**config.mk**
```make
export PLATFORM = sky130hd
export DESIGN_NAME = rv32i_lsu
export DESIGN_NICKNAME = d
export VERILOG_FILES = /design/src/rtl/rv32i_lsu_pkg.sv /design/src/rtl/rv32i_lsu_load_align.sv /design/src/rtl/rv32i_lsu.sv
export SDC_FILE = /design/constraint.sdc
export NUM_CORES = 1
export LEC_CHECK = 0
export CAP_MARGIN = 0
export CORE_MARGIN = 8
export CORE_UTILIZATION = 44
export CTS_BUF_LIST = sky130_fd_sc_hd__clkbuf_8
export CTS_CLUSTER_SIZE = 28
export DETAILED_ROUTE_END_ITERATION = 10
export PLACE_DENSITY_LB_ADDON = 0.08
export RECOVER_POWER = 25
export SETUP_SLACK_MARGIN = 0.5
export SLEW_MARGIN = 30
export SYNTH_ARGS = -nofsm -noshare
export SYNTH_HDL_FRONTEND = slang
export SYNTH_SLANG_ARGS = --single-unit
```
**constraint.sdc**
```tcl
create_clock -name clk -period 2.3 [get_ports clk]
set_input_delay 0.46 -clock clk [delete_from_list [all_inputs] [get_ports clk]]
set_output_delay 0.46 -clock clk [all_outputs]
set_load 0.005 [all_outputs]
```
**src/rtl/rv32i_lsu_pkg.sv**
```systemverilog
// rtl/rv32i_lsu_pkg.sv - funct3 encodings and FSM states for the RV32I load/store unit
package rv32i_lsu_pkg;

    localparam logic [2:0] F3_LB  = 3'd0;
    localparam logic [2:0] F3_LH  = 3'd1;
    localparam logic [2:0] F3_LW  = 3'd2;
    localparam logic [2:0] F3_LBU = 3'd4;
    localparam logic [2:0] F3_LHU = 3'd5;

    localparam logic [2:0] F3_SB  = 3'd0;
    localparam logic [2:0] F3_SH  = 3'd1;
    localparam logic [2:0] F3_SW  = 3'd2;

    typedef enum logic [1:0] {
        ST_IDLE = 2'd0,
        ST_BUSY = 2'd1,
        ST_RESP = 2'd2
    } lsu_state_e;

endpackage

```
**src/rtl/rv32i_lsu_load_align.sv**
```systemverilog
// rtl/rv32i_lsu_load_align.sv - load byte/half extraction with sign or zero extension
module lsu_load_align
    import rv32i_lsu_pkg::*;
#(
    parameter int unsigned XLEN = 32
) (
    input  logic [XLEN-1:0] rdata,
    input  logic [1:0]      addr_lo,
    input  logic [2:0]      funct3,
    output logic [XLEN-1:0] data
);

    logic [7:0]  byte_v;
    logic [15:0] half_v;

    always_comb begin
        byte_v = rdata[7:0];
        case (addr_lo)
            2'd1:    byte_v = rdata[15:8];
            2'd2:    byte_v = rdata[23:16];
            2'd3:    byte_v = rdata[31:24];
            default: byte_v = rdata[7:0];
        endcase
        half_v = addr_lo[1] ? rdata[31:16] : rdata[15:0];

        case (funct3)
            F3_LB:   data = {{(XLEN-8){byte_v[7]}}, byte_v};
            F3_LH:   data = {{(XLEN-16){half_v[15]}}, half_v};
            F3_LBU:  data = {{(XLEN-8){1'b0}}, byte_v};
            F3_LHU:  data = {{(XLEN-16){1'b0}}, half_v};
            default: data = rdata;
        endcase
    end

endmodule

```
**src/rtl/rv32i_lsu.sv**
```systemverilog
// rtl/rv32i_lsu.sv - RV32I load/store unit bridging execute stage and native memory port
module rv32i_lsu
    import rv32i_lsu_pkg::*;
#(
    parameter int unsigned XLEN           = 32,
    parameter int unsigned TIMEOUT_CYCLES = 255
) (
    input  logic              clk,
    input  logic              reset,
    input  logic              req_valid_i,
    input  logic              req_store_i,
    input  logic [2:0]        req_funct3_i,
    input  logic [XLEN-1:0]   req_addr_i,
    input  logic [XLEN-1:0]   req_wdata_i,
    input  logic [4:0]        req_rd_i,
    output logic              stall_o,
    output logic              mem_valid_o,
    input  logic              mem_ready_i,
    output logic [XLEN-1:0]   mem_addr_o,
    output logic [XLEN-1:0]   mem_wdata_o,
    output logic [XLEN/8-1:0] mem_wstrb_o,
    input  logic [XLEN-1:0]   mem_rdata_i,
    output logic              wb_valid_o,
    output logic [4:0]        wb_rd_o,
    output logic [XLEN-1:0]   wb_data_o,
    output logic              done_o,
    output logic              misaligned_o,
    output logic              bus_err_o,
    output logic [XLEN-1:0]   fault_addr_o
);

    localparam logic [31:0] TMO_LAST = 32'(TIMEOUT_CYCLES - 1);

    lsu_state_e        state, state_nx;
    logic [XLEN-1:0]   addr_q, wdata_q, wb_data_q, fault_addr_q, ld_data, st_wdata;
    logic [XLEN/8-1:0] wstrb_q, st_wstrb;
    logic [2:0]        f3_q;
    logic [4:0]        rd_q;
    logic              store_q, misaligned_q;
    logic [31:0]       tmo_cnt;
    logic              fault, accept, go, tmo_hit;

    // Fault detection and store lane steering from the raw request
    always_comb begin
        fault    = 1'b0;
        st_wdata = '0;
        st_wstrb = '0;
        if (req_store_i) begin
            case (req_funct3_i)
                F3_SB: begin
                    st_wdata = {4{req_wdata_i[7:0]}};
                    st_wstrb = 4'b0001 << req_addr_i[1:0];
                end
                F3_SH: begin
                    fault    = req_addr_i[0];
                    st_wdata = {2{req_wdata_i[15:0]}};
                    st_wstrb = 4'b0011 << req_addr_i[1:0];
                end
                F3_SW: begin
                    fault    = |req_addr_i[1:0];
                    st_wdata = req_wdata_i;
                    st_wstrb = 4'b1111;
                end
                default: fault = 1'b1;
            endcase
        end else begin
            case (req_funct3_i)
                F3_LB, F3_LBU: fault = 1'b0;
                F3_LH, F3_LHU: fault = req_addr_i[0];
                F3_LW:         fault = |req_addr_i[1:0];
                default:       fault = 1'b1;
            endcase
        end
    end

    assign accept  = req_valid_i && (state == ST_IDLE || state == ST_RESP);
    assign go      = accept && !fault;
    assign tmo_hit = (TIMEOUT_CYCLES != 0) && (tmo_cnt == TMO_LAST);

    always_comb begin
        state_nx    = state;
        stall_o     = 1'b0;
        mem_valid_o = 1'b0;
        done_o      = 1'b0;
        wb_valid_o  = 1'b0;
        bus_err_o   = 1'b0;
        case (state)
            ST_IDLE: begin
                if (go) begin
                    state_nx = ST_BUSY;
                    stall_o  = 1'b1;
                end
            end
            ST_BUSY: begin
                mem_valid_o = 1'b1;
                stall_o     = 1'b1;
                // A ready on the expiry cycle still wins over the timeout
                if (mem_ready_i) begin
                    state_nx = ST_RESP;
                end else if (tmo_hit) begin
                    state_nx  = ST_IDLE;
                    bus_err_o = 1'b1;
                end
            end
            ST_RESP: begin
                done_o     = 1'b1;
                wb_valid_o = !store_q;
                if (go) begin
                    state_nx = ST_BUSY;
                    stall_o  = 1'b1;
                end else begin
                    state_nx = ST_IDLE;
                end
            end
            default: state_nx = ST_IDLE;
        endcase
    end

    lsu_load_align #(.XLEN(XLEN)) u_load_align (
        .rdata   (mem_rdata_i),
        .addr_lo (addr_q[1:0]),
        .funct3  (f3_q),
        .data    (ld_data)
    );

    always_ff @(posedge clk) begin
        if (reset) begin
            state        <= ST_IDLE;
            addr_q       <= '0;
            wdata_q      <= '0;
            wstrb_q      <= '0;
            f3_q         <= '0;
            rd_q         <= '0;
            store_q      <= 1'b0;
            tmo_cnt      <= '0;
            wb_data_q    <= '0;
            misaligned_q <= 1'b0;
            fault_addr_q <= '0;
        end else begin
            state        <= state_nx;
            misaligned_q <= accept && fault;
            tmo_cnt      <= (state == ST_BUSY) ? tmo_cnt + 32'd1 : 32'd0;
            if (go) begin
                addr_q  <= req_addr_i;
                f3_q    <= req_funct3_i;
                rd_q    <= req_rd_i;
                store_q <= req_store_i;
                wdata_q <= st_wdata;
                wstrb_q <= st_wstrb;
            end
            if (accept && fault) begin
                fault_addr_q <= req_addr_i;
            end else if (bus_err_o) begin
                fault_addr_q <= addr_q;
            end
            if (state == ST_BUSY && mem_ready_i) begin
                wb_data_q <= ld_data;
            end
        end
    end

    assign mem_addr_o   = {addr_q[XLEN-1:2], 2'b00};
    assign mem_wdata_o  = wdata_q;
    assign mem_wstrb_o  = wstrb_q;
    assign wb_rd_o      = rd_q;
    assign wb_data_o    = wb_data_q;
    assign misaligned_o = misaligned_q;
    assign fault_addr_o = fault_addr_q;

endmodule

```
==> flow_metrics.tcl, run 1 <==
set metrics [dict create \
    vias_per_cell 5.30 \
    cts_root_buf "clkbuf_8" \
    crit_type "register to output pin" \
    gp_congestion 0.812 \
    worst_hold_slack_ps 407 \
    synthArstFlopShare 0 \
    core_area_um2 17900 \
    start_util 0.446 \
    fillers 1617 \
    clk_latency_ps 450 \
    drt_iter0_markers 498 \
    power_density_nw_per_um2 550 \
    fin_crit_sh 1.06 \
    cts_buffers 17 \
    hold_path_class "input port to register" \
    yosys.area.top_type_share 0.441 \
    rsz0062_at_grt "yes" \
    synth_area_um2 7990 \
    status "complete, but fails checks" \
    avgSynthCellArea_um2 8.08 \
    dp_slack_ps -370 \
    netlist_instances 989 \
    yosysTopAreaCell "dfxtp_1" \
    worst_path_most_repeated_cell "inv_2" \
    cp.arrival_ps 1990 \
    synth_warnings 0 \
    grt_pass1_vias 7212 \
    worstSetupStartpointType "register" \
    fin_crit_ps 2450 \
    die_h_um 151 \
    cp-end-kind "output pin" \
    cts_hold_buf 0 \
    layout-drive-gt1-share 0.159 \
    path_buf_inv 3 \
    setup_viol 1 \
    timing.max_cap.violations 1 \
    drtPass1Iterations 5 \
    grt_pass1_wl_um 38400 \
    synth_cell_types 48 \
    register_area_um2 3560 \
    grt_max_degree 132 \
    drt-total-wl_um 25600 \
    worst_pin_slew_ps 1530 \
    violations "max-capacitance violations, max-slew violations, negative setup slack" \
    finalNetCount 1353 \
    fin_area_um2 11500 \
    wl_per_cell_um 17.3 \
    dp_hpwl_um 17600 \
    worstPathRequired_ps 1840 \
    synth-seq-area-share 0.441 \
    drcViolationCount 0 \
    overflow 0 \
    ctsHtreeMaxLevel 4 \
    cts_tree "yes" \
    dieArea_um2 22700 \
    final_hold_viol_count 0 \
    clockBufferDepth 2 \
    placed_area_um2 10900 \
    fin_skew_ps 10.8 \
    critPathTopFamily "simple AND/OR/NAND/NOR gates" \
    synth_edf_count 0 \
    fmax_mhz 409 \
    ys.flop_type "dfxtp_1" \
    fin_ws_ps -147 \
    synth_area_leaders "dfxtp_1, a21oi_1, nand2_1, nand3b_1, nor2_1" \
    track_usage 0.212 \
    row_count 49 \
    top_level_ports 252 \
    area_growth_pct 44.1 \
    multi_input_area_um2 4020 \
    clk_pin_slew_ps 100 \
    vias 7865 \
    portBuffers 249 \
    leakage_nw 4.73 \
    path_cells "inv_2 -> ha_4 -> nor4b_4 -> nand4_1 -> or4_4 -> inv_2 -> buf_6" \
    critical_path.slowest_cell "or4_4" \
    slew_headroom -0.0201 \
    cts.sinks 176 \
    synth_seq_cells 176 \
    worst_path_largest_cell_delay_ps 580 \
    slew_viol_final 132 \
    crit_fanout 2 \
    vdd_drop_max_uv 407 \
    antenna_left 0 \
    antenna_found_initial 2 \
    die_w_um 151 \
    fin_setup_tns_ps -147 \
]
area by class of cell:
class                      instances  share of cell area
antenna                            1            0.000217
clock buffer                      18              0.0215
clock inverter                    13              0.0131
inverter                           7             0.00228
multi-input combinational        698               0.349
sequential                       176               0.309
tap                              229              0.0249
timing repair buffer             342               0.279
metal layers:
metal	share of wire	track usage
met5	0.00031	0
met4	0.016	0.0648
met3	0.074	0.0631
met2	0.48	0.342
met1	0.43	0.267
cells in the mapped netlist, types with 2 or more instances:
library cell  number
or3_1              2
buf_4             32
nand3b_1          41
buf_1              8
mux2i_1            8
a21oi_1          145
nor3_1            14
dfxtp_1          176
nor4_2             2
o221ai_1           3
a22oi_1           32
nand2b_1          11
a31oi_1            3
mux2_2             8
nand3_1           35
nor3_2             2
a211oi_1          28
nor2b_1           15
clkbuf_1          49
xnor2_1            5
inv_1              6
o21ai_0           26
buf_6              3
and4_1             4
nand2_1          161
xor2_1            24
o22ai_1            4
nand4_1           12
ha_1               2
buf_2             17
and3_1            11
nor4_1             6
nor2_1            79
flip-flops by register name, indices dropped and copies added (netlist names):
register	count
store_q	1
fault_addr_o	32
wb_rd_o	5
f3_q	3
state	2
tmo_cnt	32
addr_q	32
wb_data_o	32
mem_wstrb_o	4
misaligned_o	1
mem_wdata_o	32
kinds of logic (layout without fill, tap and decap cells):
| kind of cell | Yosys count | in the layout | share of synthesized area |
|---|---|---|---|
| other cells | 1 | 3 | 0.000469 |
| fa+ha+maj | 2 | 2 | 0.00313 |
| compound gates | 247 | 247 | 0.179 |
| mux | 17 | 17 | 0.0241 |
| simple gates | 401 | 401 | 0.246 |
| flops | 176 | 176 | 0.441 |
| xor+xnor | 29 | 29 | 0.0318 |
| buf+inv | 116 | 380 | 0.0750 |
path summary, 6_finish.rpt:
path | depth (start not counted) | slack (ps) | start | end
max | 7 | -150 | tmo_cnt[0] | bus_err_o
min | 2 | 410 | reset | mem_wdata_o[31]
max reg2reg | 8 | 230 | tmo_cnt[0] | fault_addr_o[1]
min reg2reg | 2 | 450 | mem_wdata_o[8] | mem_wdata_o[8]
per-stage QoR:
stage / cells / power [mW] / utilization
6_report: 1484 / 6.33 / 0.643
5_1_grt: 1484 / 6.63 / 0.643
4_1_cts: 1470 / 6.42 / 0.635
3_5_place_dp: 1432 / 4.24 / 0.609
3_3_place_gp: 1432 / 4.24 / 0.609
2_1_floorplan: 990 / 3.71 / -
where the power goes:
group          switching [mW]  internal [mW]  total [mW]
Clock                    1.18           1.01        2.19
Combinational           0.449          0.490       0.940
Sequential             0.0536           3.15        3.20
Total                    1.69           4.65        6.33
timing repair:
action                                  in CTS  in global routing
resized for setup                          143                 85
pin swaps                                    8                 12
setup buffers                                7                 12
cloned                                       0                  1
endpoints found under the setup margin     191                119
cell usage in the layout (no fill, tap or decap), types with 7 or more instances in the layout:
| master | count |
|---|---|
| nand3_1 | 34 |
| nand4_1 | 12 |
| dlygate4sd2_1 | 67 |
| xor2_1 | 24 |
| and3_1 | 10 |
| nand2_1 | 160 |
| dfxtp_2 | 32 |
| o21ai_0 | 26 |
| a211oi_1 | 28 |
| dfxtp_1 | 144 |
| a22oi_1 | 32 |
| a21oi_1 | 145 |
| buf_6 | 7 |
| nand3b_1 | 41 |
| buf_4 | 78 |
| nor3_1 | 14 |
| clkdlybuf4s25_1 | 23 |
| mux2_2 | 8 |
| dlymetal6s2s_1 | 23 |
| clkbuf_8 | 18 |
| nand2b_1 | 11 |
| nor2b_1 | 13 |
| mux2i_1 | 8 |
| nor2_1 | 78 |
| clkdlybuf4s50_1 | 125 |
No activity file was read; power rests on OpenSTA's default activity.
==> run 2: changes to the inputs <==
==> constraint.sdc (replaced) <==
create_clock -name clk -period 2.3 [get_ports clk]
set_input_delay 0.46 -clock clk [delete_from_list [all_inputs] [get_ports clk]]
set_output_delay 0.46 -clock clk [all_outputs]
set_load 0.1 [all_outputs]
==> run 2 against run 1 <==
Effect of this change:
- the flow finishes with violations (negative setup slack)
- first-iteration DRC count decreased by 15%
- maximum frequency shrank 7.2%
- largest power group unchanged
- sequential cell count stayed put
==> flow_metrics.tcl, run 2 (synthesized netlist as in run 1, its figures left out) <==
set metrics [dict create \
    status "complete, but fails checks" \
    violations "negative setup slack" \
    start_util 0.446 \
    overflow 0 \
    cts_root_buf "clkbuf_8" \
    layout-drive-gt1-share 0.259 \
    startpoint "tmo_cnt[0]" \
    worst_pin_slew_ps 762 \
    r2r-start "state[0]" \
    track_usage 0.215 \
    drtPass1Iterations 5 \
    rsz0062_at_grt "yes" \
    clk_latency_ps 460 \
    grt_pass1_wl_um 39000 \
    power_density_nw_per_um2 624 \
    area_growth_pct 41.9 \
    cts.sinks 176 \
    antenna_left 0 \
    row_count 49 \
    wl_per_cell_um 17.0 \
    core_area_um2 17900 \
    top_level_ports 252 \
    worst_hold_slack_ps 436 \
    final_common_cell "dfxtp_1" \
    antenna_cells 0 \
    hold-path-cell-count 4 \
    final_util 0.633 \
    hold_path_class "input port to register" \
    drt-total-wl_um 25200 \
    die_h_um 151 \
    clockBufferDepth 2 \
    cp.arrival_ps 2180 \
    gp_congestion 0.806 \
    slew_viol_final 0 \
    fmax_mhz 379 \
    dp_slack_ps -94.2 \
    fin_ws_ps -338 \
    dieArea_um2 22700 \
    rrSetupSlack_ps 170 \
    vias 7807 \
    antenna_found_initial 2 \
    clk_pin_slew_ps 90 \
    crit_fanout 2 \
    ctsHtreeMaxLevel 4 \
    cts_buffers 17 \
    whs_endpoint "addr_q[1]" \
    fin_crit_sh 1.15 \
    portBuffers 249 \
    worstSetupStartpointType "register" \
    die_w_um 151 \
    cts_tree "yes" \
    grt_max_degree 65 \
    dp_hpwl_um 17600 \
    vias_per_cell 5.27 \
    final_cell_mix "dfxtp_1, nand2_1, buf_4" \
    grt_pass1_vias 7270 \
    fin_crit_ps 2640 \
    drcViolationCount 0 \
    drt_iter0_markers 424 \
    fin_skew_ps 13.9 \
    worstPathRequired_ps 1840 \
    timing.max_cap.violations 0 \
    vdd_drop_max_uv 367 \
    setup_viol 1 \
    finalNetCount 1351 \
    final_hold_viol_count 0 \
    r2r.worst_path.cells 9 \
    cp-end-kind "output pin" \
    hold_path_startpoint "req_addr_i[1]" \
    leakage_nw 4.29 \
    crit_type "register to output pin" \
    totalPowerFinal_mw 7.08 \
    worstReg2RegEnd "mem_wdata_o[16]" \
    slew_headroom 0.487 \
]
[run 2: worst max-delay path, cell delays in order (launching register included)]
cell and delay, ps:
dfxtp_2 330, inv_2 60, ha_4 110, nor4b_4 170, nand4_1 200, or4_4 480, buf_6 160, inv_16 50
buf_16 160
[run 2: metal layers]
layer | share of wire | track usage | vias up
met5 | 0.0010 | 0 | -
met4 | 0.017 | 0.0708 | 4
met3 | 0.078 | 0.0571 | 32
met2 | 0.47 | 0.339 | 217
met1 | 0.44 | 0.280 | 3639
li1 | - | - | 3915
[run 2: repair_timing]
item                                    4_1_cts  5_1_grt
setup buffers                                14        7
gates cloned                                  3        1
resized for setup                            78       14
hold buffers                                  0        0
pin swaps                                    19       14
endpoints found under the setup margin       88       70
[run 2: per-stage QoR]
stage	cells	instance area, um^2	setup TNS [ps]
global route	1482	11300	-620
finish	1482	11300	-338
global placement	1425	10600	-1110
CTS	1474	11400	-341
floorplan	990	8170	0
detailed placement	1425	10600	-3560
[run 2: worst max path at each step]
| stage | end | slack (ps) | cells past startpoint |
|---|---|---|---|
| 2_1_floorplan | bus_err_o | 70 | 7 |
| 5_1_grt | bus_err_o | -430 | 6 |
| 3_5_place_dp | fault_addr_o[29] | -90 | 7 |
| 3_3_place_gp | bus_err_o | -70 | 6 |
| 4_1_cts | bus_err_o | -340 | 8 |
| 6_report | bus_err_o | -340 | 8 |
[run 2: area by class of cell]
| class | count | area, um^2 |
|---|---|---|
| fill | 1636 | 6570 |
| inverter | 7 | 43.8 |
| clock inverter | 14 | 154 |
| clock buffer | 18 | 248 |
| timing repair buffer | 340 | 2950 |
| sequential | 176 | 3530 |
| multi-input combinational | 698 | 4130 |
| tap | 229 | 287 |
[run 2: where the power goes]
part	total (mW)	leakage, nW	internal (mW)	switching (mW)
sequential	3.21	1.43	3.15	0.0625
clock	2.21	0.191	1.01	1.20
combinational	1.66	2.67	0.504	1.15
total	7.08	4.29	4.66	2.42
